[src/rtl/barrel_pkg.sv]
// Shared constants for the left funnel shifter / normaliser.
package barrel_pkg;

  localparam int DEF_WIDTH       = 64;
  localparam int DEF_SHIFT_WIDTH = 6;
  localparam int DEF_SHIFT_MAX   = 46;
  localparam int LZC_W           = DEF_SHIFT_WIDTH;

  // Shift amount is split into a coarse part (multiples of this step) and a fine remainder.
  function automatic int coarse_step();
    return 8;
  endfunction

endpackage

[src/rtl/barrel_lzc.sv]
// Combinational leading-zero / leading-sign-bit counter, saturating at CAP.
module barrel_lzc
  import barrel_pkg::*;
#(
  parameter int WIDTH = DEF_WIDTH,
  parameter int CW    = LZC_W,
  parameter int CAP   = DEF_SHIFT_MAX
) (
  input  logic [WIDTH-1:0] data,
  input  logic             is_signed,
  output logic [CW-1:0]    count
);

  logic [WIDTH-1:0] scan;
  int               lead;

  always_comb begin
    // Signed: bits matching the MSB become zeros; the MSB itself is dropped and a stop bit appended.
    scan = is_signed ? {data[WIDTH-2:0] ^ {(WIDTH-1){data[WIDTH-1]}}, 1'b1} : data;
    lead = WIDTH;
    for (int i = 0; i < WIDTH; i++) begin
      if (scan[i]) lead = WIDTH - 1 - i;
    end
    count = (lead > CAP) ? CW'(CAP) : CW'(lead);
  end

endmodule

[src/rtl/barrel_lnorm.sv]
// Three-stage left funnel shifter / normaliser with valid/ready and whole-pipeline stall.
module barrel_lnorm
  import barrel_pkg::*;
#(
  parameter int WIDTH       = DEF_WIDTH,
  parameter int SHIFT_WIDTH = DEF_SHIFT_WIDTH,
  parameter int SHIFT_MAX   = DEF_SHIFT_MAX
) (
  input  logic                   clk,
  input  logic                   reset_n,
  input  logic                   in_valid,
  output logic                   in_ready,
  input  logic                   is_signed,
  input  logic                   norm,
  input  logic [SHIFT_WIDTH-1:0] shift,
  input  logic [WIDTH-1:0]       in,
  input  logic [WIDTH-1:0]       ex,
  output logic                   out_valid,
  input  logic                   out_ready,
  output logic [WIDTH-1:0]       out,
  output logic [SHIFT_WIDTH-1:0] out_shift,
  output logic                   out_ovf
);

  localparam int STEP   = coarse_step();
  localparam int FINE_W = $clog2(STEP);

  logic adv;
  assign adv      = ~(out_valid & ~out_ready);
  assign in_ready = adv;

  // S0: register the beat together with its effective shift
  logic [SHIFT_WIDTH-1:0] lead_count, s_next;
  logic                   valid0_reg, signed0_reg, norm0_reg;
  logic [WIDTH-1:0]       in0_reg, ex0_reg;
  logic [SHIFT_WIDTH-1:0] s0_reg;

  barrel_lzc #(.WIDTH(WIDTH), .CW(SHIFT_WIDTH), .CAP(SHIFT_MAX)) u_lzc (
    .data      (in),
    .is_signed (is_signed),
    .count     (lead_count)
  );

  assign s_next = norm ? lead_count : shift;

  always_ff @(posedge clk or negedge reset_n) begin
    if (!reset_n) begin
      valid0_reg  <= 1'b0;
      signed0_reg <= 1'b0;
      norm0_reg   <= 1'b0;
      in0_reg     <= '0;
      ex0_reg     <= '0;
      s0_reg      <= '0;
    end else if (adv) begin
      valid0_reg <= in_valid;
      if (in_valid) begin
        signed0_reg <= is_signed;
        norm0_reg   <= norm;
        in0_reg     <= in;
        ex0_reg     <= ex;
        s0_reg      <= s_next;
      end
    end
  end

  // S1: coarse shift keeps STEP extra low bits for the fine stage; out-of-range selects ex
  logic                    big, ovf1_next;
  logic [WIDTH+STEP-1:0]   coarse_keep, data1_next;
  logic [FINE_W-1:0]       fine1_next;
  logic [WIDTH-1:0]        sign_diff, ovf_mask;
  logic                    valid1_reg, ovf1_reg;
  logic [WIDTH+STEP-1:0]   data1_reg;
  logic [FINE_W-1:0]       fine1_reg;
  logic [SHIFT_WIDTH-1:0]  s1_reg;

  assign big         = s0_reg > SHIFT_WIDTH'(SHIFT_MAX);
  assign coarse_keep = (WIDTH+STEP)'(({in0_reg, ex0_reg} << (s0_reg & ~SHIFT_WIDTH'(STEP-1))) >> (WIDTH-STEP));
  assign data1_next  = big ? {ex0_reg, {STEP{1'b0}}} : coarse_keep;
  assign fine1_next  = big ? '0 : s0_reg[FINE_W-1:0];
  // Overflow when any of the s bits just below the MSB differs from the MSB
  assign sign_diff   = in0_reg ^ {WIDTH{in0_reg[WIDTH-1]}};
  assign ovf_mask    = ~({WIDTH{1'b1}} >> s0_reg) >> 1;
  assign ovf1_next   = signed0_reg & ~norm0_reg & ~big & (|(sign_diff & ovf_mask));

  always_ff @(posedge clk or negedge reset_n) begin
    if (!reset_n) begin
      valid1_reg <= 1'b0;
      data1_reg  <= '0;
      fine1_reg  <= '0;
      s1_reg     <= '0;
      ovf1_reg   <= 1'b0;
    end else if (adv) begin
      valid1_reg <= valid0_reg;
      if (valid0_reg) begin
        data1_reg <= data1_next;
        fine1_reg <= fine1_next;
        s1_reg    <= s0_reg;
        ovf1_reg  <= ovf1_next;
      end
    end
  end

  // S2: fine shift into the output registers
  logic                   valid2_reg, ovf2_reg;
  logic [WIDTH-1:0]       out_reg, out_next;
  logic [SHIFT_WIDTH-1:0] s2_reg;

  assign out_next = WIDTH'((data1_reg << fine1_reg) >> STEP);

  always_ff @(posedge clk or negedge reset_n) begin
    if (!reset_n) begin
      valid2_reg <= 1'b0;
      out_reg    <= '0;
      s2_reg     <= '0;
      ovf2_reg   <= 1'b0;
    end else if (adv) begin
      valid2_reg <= valid1_reg;
      if (valid1_reg) begin
        out_reg  <= out_next;
        s2_reg   <= s1_reg;
        ovf2_reg <= ovf1_reg;
      end
    end
  end

  assign out_valid = valid2_reg;
  assign out       = out_reg;
  assign out_shift = s2_reg;
  assign out_ovf   = ovf2_reg;

endmodule
[config.mk]
export PLATFORM = sky130hd
export DESIGN_NAME = barrel_lnorm
export DESIGN_NICKNAME = d
export VERILOG_FILES = /design/src/rtl/barrel_pkg.sv /design/src/rtl/barrel_lzc.sv /design/src/rtl/barrel_lnorm.sv
export SDC_FILE = /design/constraint.sdc
export NUM_CORES = 1
export LEC_CHECK = 0
export CAP_MARGIN = 20
export CORE_MARGIN = 3
export CORE_UTILIZATION = 51
export CTS_CLUSTER_DIAMETER = 50
export DETAILED_ROUTE_END_ITERATION = 10
export MAX_ROUTING_LAYER = met4
export PLACE_DENSITY = 0.73
export RECOVER_POWER = 50
export SYNTH_ARGS = -nofsm -noshare
export SYNTH_HDL_FRONTEND = slang
export SYNTH_SLANG_ARGS = --single-unit
[constraint.sdc]
create_clock -name clk -period 4.7 [get_ports clk]
set_input_delay 0.94 -clock clk [delete_from_list [all_inputs] [get_ports clk]]
set_output_delay 0.94 -clock clk [all_outputs]
set_load 0.1 [all_outputs]
==> summary.md <==
| Metric | Value |
|---|---|
| Outcome | complete, but fails checks |
| Failing checks | max-capacitance violations, max-slew violations |
| Fin util | 61.6% |
| TritonCTS Buffers | 37 |
| DR WL/cell | 24.0 um |
| Placed cell count | 2,776 |
| Clk_skew | 18.2 ps |
| Total number of vias | 18,500 |
| Leakage | 9.06 nW |
| Post-CTS setup buffer count | 0 |
| Sw frac | 49.7% |
| Hold crit path type | in2async |
| Die ar. | 41,600 sq um |
| CTS resizes | 0 |
| Synthesized area | 20,000 sq um |
| Yosys warnings | 0 |
| Drc violations | 0 |
| IO buf count | 212 |
| GPL Wtd Cong | 1.01 |
| Endpoints failing setup | 0 |
| Worst Path Required | 5110 ps |
| Initial antenna violation count | 0 |
| CTS tree | yes |
| Comb power frac | 53.7% |
| Final min period | 3710 ps |
| Final Power | 16.5 mW |
| Final Hold Fails | 0 |
| # rows | 71 |
| Post-synth EDFFs | 0 |
| CTS Hold Bufs | 0 |
| Final Max Tran Viols | 213 |
| # IOs | 213 |
| Post-DRT Antenna Nets | 0 |
| Vias/cell | 6.51 |
| Worst-path clk slew | 50 ps |
| Nets@finish | 2,444 |
| First-pass DRT Iterations | 7 |
| Post-Syn Nets | 2,359 |
| Measured slew at the worst slew-check pin | 2390 ps |
| CP Capture Point | s0_reg[0]$_DFFE_PN0P_ |
| First-pass GRT wire length | 104 mm |
| Critical register-to-register path startpoint | s0_reg[1]$_DFFE_PN0P_ |
| Post-DP HPWL | 50.6 mm |
| Clk sinks | 291 |
| Internal Power | 8.33 mW |
| Die span in y | 204 um |
| Setup crit start kind | input port |
| Asr flop ratio synth | 100% |
| Vias in the first global route | 17,300 |
| P&R area growth vs syn | 17.4% |
| Root buf cell | clkbuf_16 |
| GRT Overall Usage | 33.2% |
| CP max FO | 38 |
| Cell Pwr Density | 705 nW/um^2 |
| Layout cells sized above 1 | 14.8% |
| Max_slew headroom | -59.4% |
| Critical Path AT | 4110 ps |
| Fin crit share | 78.8% |
| RSZ-0062 raised after global routing | no |
| Yosys cell types | 83 |
| Non-Filler Instances | 2,844 |
| CTS max path bufs | 3 |
| Largest net degree at the start of global routing | 129 |
| Register area share after synthesis | 36.4% |
| Worst setup path class | in2reg |
| Setup TNS Final | 0 ps |
| Max Freq | 270 MHz |
| Global route overflow | 0 |
| Seq pwr share | 29.6% |
| Critical R2R Capture | ovf1_reg$_DFFE_PN0P_ |
| VDD IR max | 0.328 mV |
| DP Worst Slack | 964 ps |
| Post-synthesis register bit count | 291 |
| Die width | 204 um |
| FF-to-FF setup slack | 1120 ps |
| Final setup margin | 994 ps |
| Initial Util | 52.5% |
| Max Cap Viol | 3 |
| Net Switching | 8.22 mW |
| Worst skew pair latency | 550 ps |
| Mean Syn Cell Area | 9.01 sq um |
| Reg2reg path depth | 9 |
| Cells after Synth | 2,219 |
| Worst Setup SP | out_ready |
| Iter 0 DRT Violations | 2,266 |
| Layout fillers | 3,218 |
| WL final | 68.2 mm |
| Core ar. | 38,100 sq um |
| CP endpoint kind | flop |
| Max reg flops | 71 |
| Most common flop cell mapped by yosys | dfrtp_1 |
| Clk pwr share | 16.7% |
| CTS H-tree depth | 2 |
[critical path: stages]
cell and delay [ps]:
dlygate4sd3_1 520, nand2b_1 250, nand2_1 1190, o21ai_0 460
nor4_1 290, nand3_1 110, o32ai_1 260, a31oi_1 70
[power groups by stage]
stage               Clock, mW  Combinational [mW]  Sequential, mW
global route             2.93                9.46            5.02
finish                   2.77                8.88            4.90
global placement            0                8.65            4.82
floorplan                   0                4.69            6.35
CTS                      2.82                8.82            4.85
detailed placement          0                8.76            4.88
[per-layer routing]
layer	wire, um	GRT usage, %	vias up
met1	30000	48.2	9056
met4	1990	8.92	0
met2	30000	48.4	945
li1	-	-	8373
met3	6230	6.02	144
met5	0	-	-
[worst min path at each step]
stage                                  endpoint  slack, ps  cells past startpoint
after global routing      out_valid$_DFFE_PN0N_        370                      1
after detailed placement  out_valid$_DFFE_PN0N_        460                      2
final                     out_valid$_DFFE_PN0N_        330                      1
after CTS                 out_valid$_DFFE_PN0N_        350                      1
after floorplan           out_valid$_DFFE_PN0N_        430                      2
after global placement    out_valid$_DFFE_PN0N_        450                      2
[layout make-up]
type                       instances  area, sq um  area share [%]
timing repair buffer             250         2450            10.4
clock inverter                    17          154           0.656
multi-input combinational       1689        11700            50.0
sequential                       291         7300            31.1
inverter                          35          131           0.560
clock buffer                      50         1060            4.50
antenna                            1         2.50          0.0107
tap                              511          639            2.72
[layout by cell type (no fill, tap or decap), types with 56 or more instances in the layout]
master and n:
dfrtp_1 285, nand2_1 277, clkdlybuf4s50_1 207, o21ai_0 206, nor2_1 192, a21oi_1 151, mux2_2 141, mux2i_1 107
mux4_2 74, nor3_1 62, a211oi_1 56
[metrics by stage]
stage	hold slack [ps]	instance area [sq um]
after global routing	366	23500
after global placement	451	22300
after detailed placement	455	22300
after floorplan	428	20000
final	335	23500
after CTS	350	23500
[cell usage after synthesis, types with 5 or more instances]
cell,instances,area (sq um)
o31ai_1,19,143
and3_1,10,62.6
mux2i_1,107,1070
a221oi_1,6,52.6
nand2b_1,12,75.1
xor2_1,6,52.6
dfrtp_1,291,7280
inv_1,32,120
a31oi_1,44,275
clkbuf_1,139,522
a211o_1,8,70.1
o31a_1,10,87.6
a21boi_0,5,37.5
buf_1,27,101
nor2b_1,32,200
o311ai_0,12,105
a311oi_1,6,52.6
nor4_1,11,68.8
a21oi_1,151,756
nor2_1,193,724
o22ai_1,10,62.6
buf_2,26,130
o21ai_0,206,1030
maj3_1,5,50.1
a211oi_1,56,420
mux2_2,143,1610
buf_4,8,60.1
mux4_2,74,1670
a22oi_1,7,52.6
nand3_1,30,150
nand4_1,10,62.6
and4_1,19,166
nand2_1,277,1040
xnor2_1,8,70.1
o211ai_1,38,285
o2111ai_1,6,52.6
a2111oi_0,10,87.6
or3_1,12,75.1
and2_1,18,113
nor3_1,62,310
[cells by family after synthesis]
family / Yosys count / share of synthesized area, %
xor gates and xnor gates: 14 / 0.613
DFF: 291 / 36.4
muxes: 324 / 21.8
adders and majority gates: 5 / 0.250
and+or+nand+nor: 711 / 16.3
AOI/OAI and AO/OA: 635 / 19.7
buffers and inverters: 239 / 4.94
Note: power is estimated with default switching activity, not from simulation.
==> RTL edit 1: new RTL, same flow settings <==
The package constant `DEF_SHIFT_WIDTH` goes from 6 to 8.
--- a/src/rtl/barrel_pkg.sv
+++ b/src/rtl/barrel_pkg.sv
@@ -4,3 +4,3 @@
   localparam int DEF_WIDTH       = 64;
-  localparam int DEF_SHIFT_WIDTH = 6;
+  localparam int DEF_SHIFT_WIDTH = 8;
   localparam int DEF_SHIFT_MAX   = 46;
Ports: changed (resized out_shift and shift); port bits go from 213 to 217. The function was not compared with the original's and may differ.
==> RTL edit 1 against the original RTL <==
- the flow still finishes with violations (max-capacitance violations, max-slew violations)
- register-to-register slack got worse by 250 ps
- area after synthesis grew 4.7%
- sequential share of layout area down 0.77 points
- power rose by 2.5%
- worst setup slack worse by 120 ps
- highest routed layer unchanged
- non-clock buffer count increased by 8
- cell area up 4.6%
- fmax fell by 3.3%
- core utilization is 0.37 points lower
- sequential cell count increased by 6
- routed wire length increased by 11%
- sequential power up 2%
==> RTL edit 1: results <==
set metrics [dict create \
    layout_worst_path_cycle_share_pct 81.5 \
    vdd_drop_max_mv 0.359 \
    slowest_delay_ps 900 \
    crit_path_start_kind "register" \
    r2r_setup_slack_ps 870 \
    crit_fanout 98 \
    grt_pass1_vias 18900 \
    status "finished, violations left" \
    gp_congestion 1.01 \
    first_pass_iters 6 \
    synth_nets 2622 \
    r2r_cells 8 \
    ys_seq_area_share_pct 35.5 \
    max_slew_margin_pct -44.6 \
    r2r-end "data1_reg[39]$_DFFE_PN0P_" \
    report.final.slew_viol_count 154 \
    routedWlPerCell_microns 24.4 \
    synth_commonest_cells "528 x nand2_1, 297 x dfrtp_1, 194 x o21ai_0" \
    power.share.sequential_pct 29.4 \
    antenna_found_initial 1 \
    routed_via_density 6.49 \
    violations "max-capacitance violations, max-slew violations" \
    p_leak_nw 9.99 \
    grt_usage_pct 35.1 \
    crit_arrival_ps 4250 \
    r2r-start "s0_reg[3]$_DFFE_PN0P_" \
    dpl.hpwl_mm 57.2 \
    cap_violations 3 \
    synth_cell_types 70 \
]
## RTL edit 1: changes by cell type after synthesis, sizes merged, moves of 10 or more
cell    change
a211oi     -31
o21ai      -13
mux2       -85
nand2     +251
a21oi      +31
o211ai     -11
nand3      +28
buf        +18
nor2b      -15
xnor2      +11
o31ai      -12
mux4       +10
mux2i      +74
## RTL edit 1: final cells by class
type                    instances  area (sq um)
repair buffers                258          2580
clock inverters                19           219
diodes                          1          2.50
fillers                      3503         15600
clock buffers                  47          1000
multi-input cells            1928         12500
inverters                      40           151
flip-flops and latches        297          7440
well taps                     525           657
## RTL edit 1: kinds of logic (layout without fill, tap and decap cells)
logic type / Yosys count / count (layout) / synth area share, %
AND/OR/NAND/NOR: 973 / 973 / 20.2
AO/OA/AOI/OAI: 606 / 606 / 17.5
XOR/XNOR: 26 / 26 / 1.09
flip-flops: 297 / 297 / 35.5
multiplexers: 323 / 323 / 20.8
other: 0 / 1 / 0
buffers and inverters: 255 / 364 / 4.87
## RTL edit 1: through the flow
step           hold slack, ps  instance area [sq um]  cells  power (W)
6_report                  473                  24500   3115     0.0170
5_1_grt                   507                  24500   3115     0.0178
4_1_cts                   483                  24600   3113     0.0169
3_5_place_dp              465                  23400   3047     0.0140
3_3_place_gp              448                  23400   3047     0.0138
2_1_floorplan             428                  20900   2480     0.0111
## RTL edit 1: worst max-delay path, delay by kind of cell (launching register included)
kind / cells / cell delay [ps]
compound gates: 3 / 1520
buf+inv: 2 / 710
flops: 1 / 850
simple gates: 3 / 500
## RTL edit 1: per-layer routing
layer	track usage, %	part of all wire [%]	up-vias
li1	-	-	9128
met5	-	0	-
met2	51.7	45	1054
met3	5.84	9.3	155
met4	10.8	3.0	0
met1	50.1	43	9887
==> RTL edit 2: new RTL, same settings <==
Without the edit above. Make the reset (`reset_n`) synchronous in 3 clocked blocks.
--- a/src/rtl/barrel_lnorm.sv
+++ b/src/rtl/barrel_lnorm.sv
@@ -45,3 +45,3 @@
 
-  always_ff @(posedge clk or negedge reset_n) begin
+  always_ff @(posedge clk) begin
     if (!reset_n) begin
@@ -84,3 +84,3 @@
 
-  always_ff @(posedge clk or negedge reset_n) begin
+  always_ff @(posedge clk) begin
     if (!reset_n) begin
@@ -109,3 +109,3 @@
 
-  always_ff @(posedge clk or negedge reset_n) begin
+  always_ff @(posedge clk) begin
     if (!reset_n) begin
Behaviour: differs if reset_n is asserted again (counterexample within 4 cycles, from zero or initial values and one cycle with reset_n low); with reset_n held inactive, the same outputs for 4 cycles.
==> RTL edit 2 against the original RTL <==
- the flow still finishes with violations (max-capacitance violations, max-slew violations)
- area after synthesis shrank 3.6%
- cell area decreased by 5.1%
- sequential cell count stayed put
- largest cell class unchanged
- global-route usage fell by 1.1 points
- worst setup slack got worse by 250 ps
- routed wire length fell by 2.6%
- first-iteration DRC count fell by 0.22%
Power is not compared: it rests on default switching activity, and its combinational part moved more than twofold at a synthesized area within 25%.
==> RTL edit 2: results <==
set metrics [dict create \
    gp_congestion 1.00 \
    max_slew.worst_pin.slew_ps 1970 \
    synth-async-reset-ratio_pct 0 \
    dpl-instance-area_sq_mm 0.0214 \
    grt_usage_pct 32.1 \
    r2r_setup_slack_ps 960 \
    dpl.hpwl_mm 49.2 \
    slowest_delay_ps 590 \
    first_iter_violations 2261 \
    cts_buffers 28 \
    synth.area.mux_share_pct 16.0 \
    crit_fanout 51 \
    clkLatencyLatePin_ps 570 \
    synth_commonest_cells "557 x nand2_1, 295 x a21oi_1, 291 x dfxtp_1" \
    routed_via_density 6.38 \
    yosys_warnings 0 \
    crit_slowest_cell "a2111oi_0" \
    ys_seq_area_share_pct 30.2 \
    synth_flop_cell "dfxtp_1" \
    hold_path_class "register to register" \
    drive_above_1_share_pct 7.77 \
    crit_arrival_ps 4390 \
    netlist_top_cells_area "dfxtp_1 30%, nand2_1 11%, mux4_2 8.9%" \
    largest_register_ffs 71 \
    status "finished, violations left" \
    antenna_found_initial 1 \
    r2r-start "s0_reg[2]$_SDFFE_PN0P_" \
    report.final.slew_viol_count 211 \
    p_leak_nw 7.40 \
    synth_cell_types 77 \
    vias 19700 \
    powerComb_w 0.00155 \
    clock_skew_ps 10.8 \
    grt_pass1_vias 17600 \
    dp_slack_ps 308 \
    first_pass_iters 6 \
    violations "max-capacitance violations, max-slew violations" \
    fillerInstances 3429 \
    synth.avg_cell_area_sq_um 7.59 \
    r2r-end "ovf1_reg$_SDFFE_PN0P_" \
    routedWlPerCell_microns 21.5 \
    holdWs_ps 454 \
    synth-xor-area-share_pct 1.05 \
    grt_first_pass_wirelength_mm 102 \
    synth_compound_area_share_pct 24.7 \
    r2r_cells 10 \
    htree_levels 1 \
    dpl.cell_count 3039 \
    nets 2707 \
    grt_max_degree 113 \
    cap_violations 3 \
]
RTL edit 2: cell types whose count changed in the layout (fill, tap and decap cells not counted), sizes merged, moves of 70 or more:
cell	unedited run	this run
mux2	143	13
o211ai	38	108
dfxtp	0	291
nand2	277	557
dfrtp	291	0
a21oi	151	295
o21ai	208	80
RTL edit 2: worst max-delay path by stage:
stage	startpoint	end	slack (ps)
2_1_floorplan	out_valid$_SDFFE_PN0N_	in0_reg[29]$_SDFFE_PN0P_	1380
3_3_place_gp	is_signed	s0_reg[0]$_SDFFE_PN0P_	260
3_5_place_dp	is_signed	s0_reg[0]$_SDFFE_PN0P_	310
4_1_cts	is_signed	s0_reg[0]$_SDFFE_PN0P_	900
5_1_grt	is_signed	s0_reg[0]$_SDFFE_PN0P_	510
6_report	is_signed	s0_reg[0]$_SDFFE_PN0P_	740
RTL edit 2: final cells by class:
type | count | area [sq um] | share of cell area, %
Multi-Input combinational cell | 1961 | 12300 | 55.2
Clock buffer | 42 | 813 | 3.65
Inverter | 34 | 135 | 0.607
Timing Repair Buffer | 251 | 2470 | 11.1
Clock inverter | 9 | 75.1 | 0.337
Antenna cell | 1 | 2.50 | 0.0112
Sequential cell | 291 | 5840 | 26.2
Tap cell | 504 | 631 | 2.83
RTL edit 2: metal layers:
metal  track usage, %  vias to the layer above  share of wire (%)  wire (microns)
met2             46.3                      980                 43           28600
met3             6.53                      104                 10            6900
met5                -                        -                  0               0
li1                 -                     9253                  -               -
met4             6.85                        0                2.3            1500
met1             46.6                     9397                 44           29400
RTL edit 2: worst max-delay path: cells and delay by family:
kind,cells,cell delay [ps]
and+or+nand+nor,2,230
buffers and inverters,2,800
AOI/OAI and AO/OA,7,2380
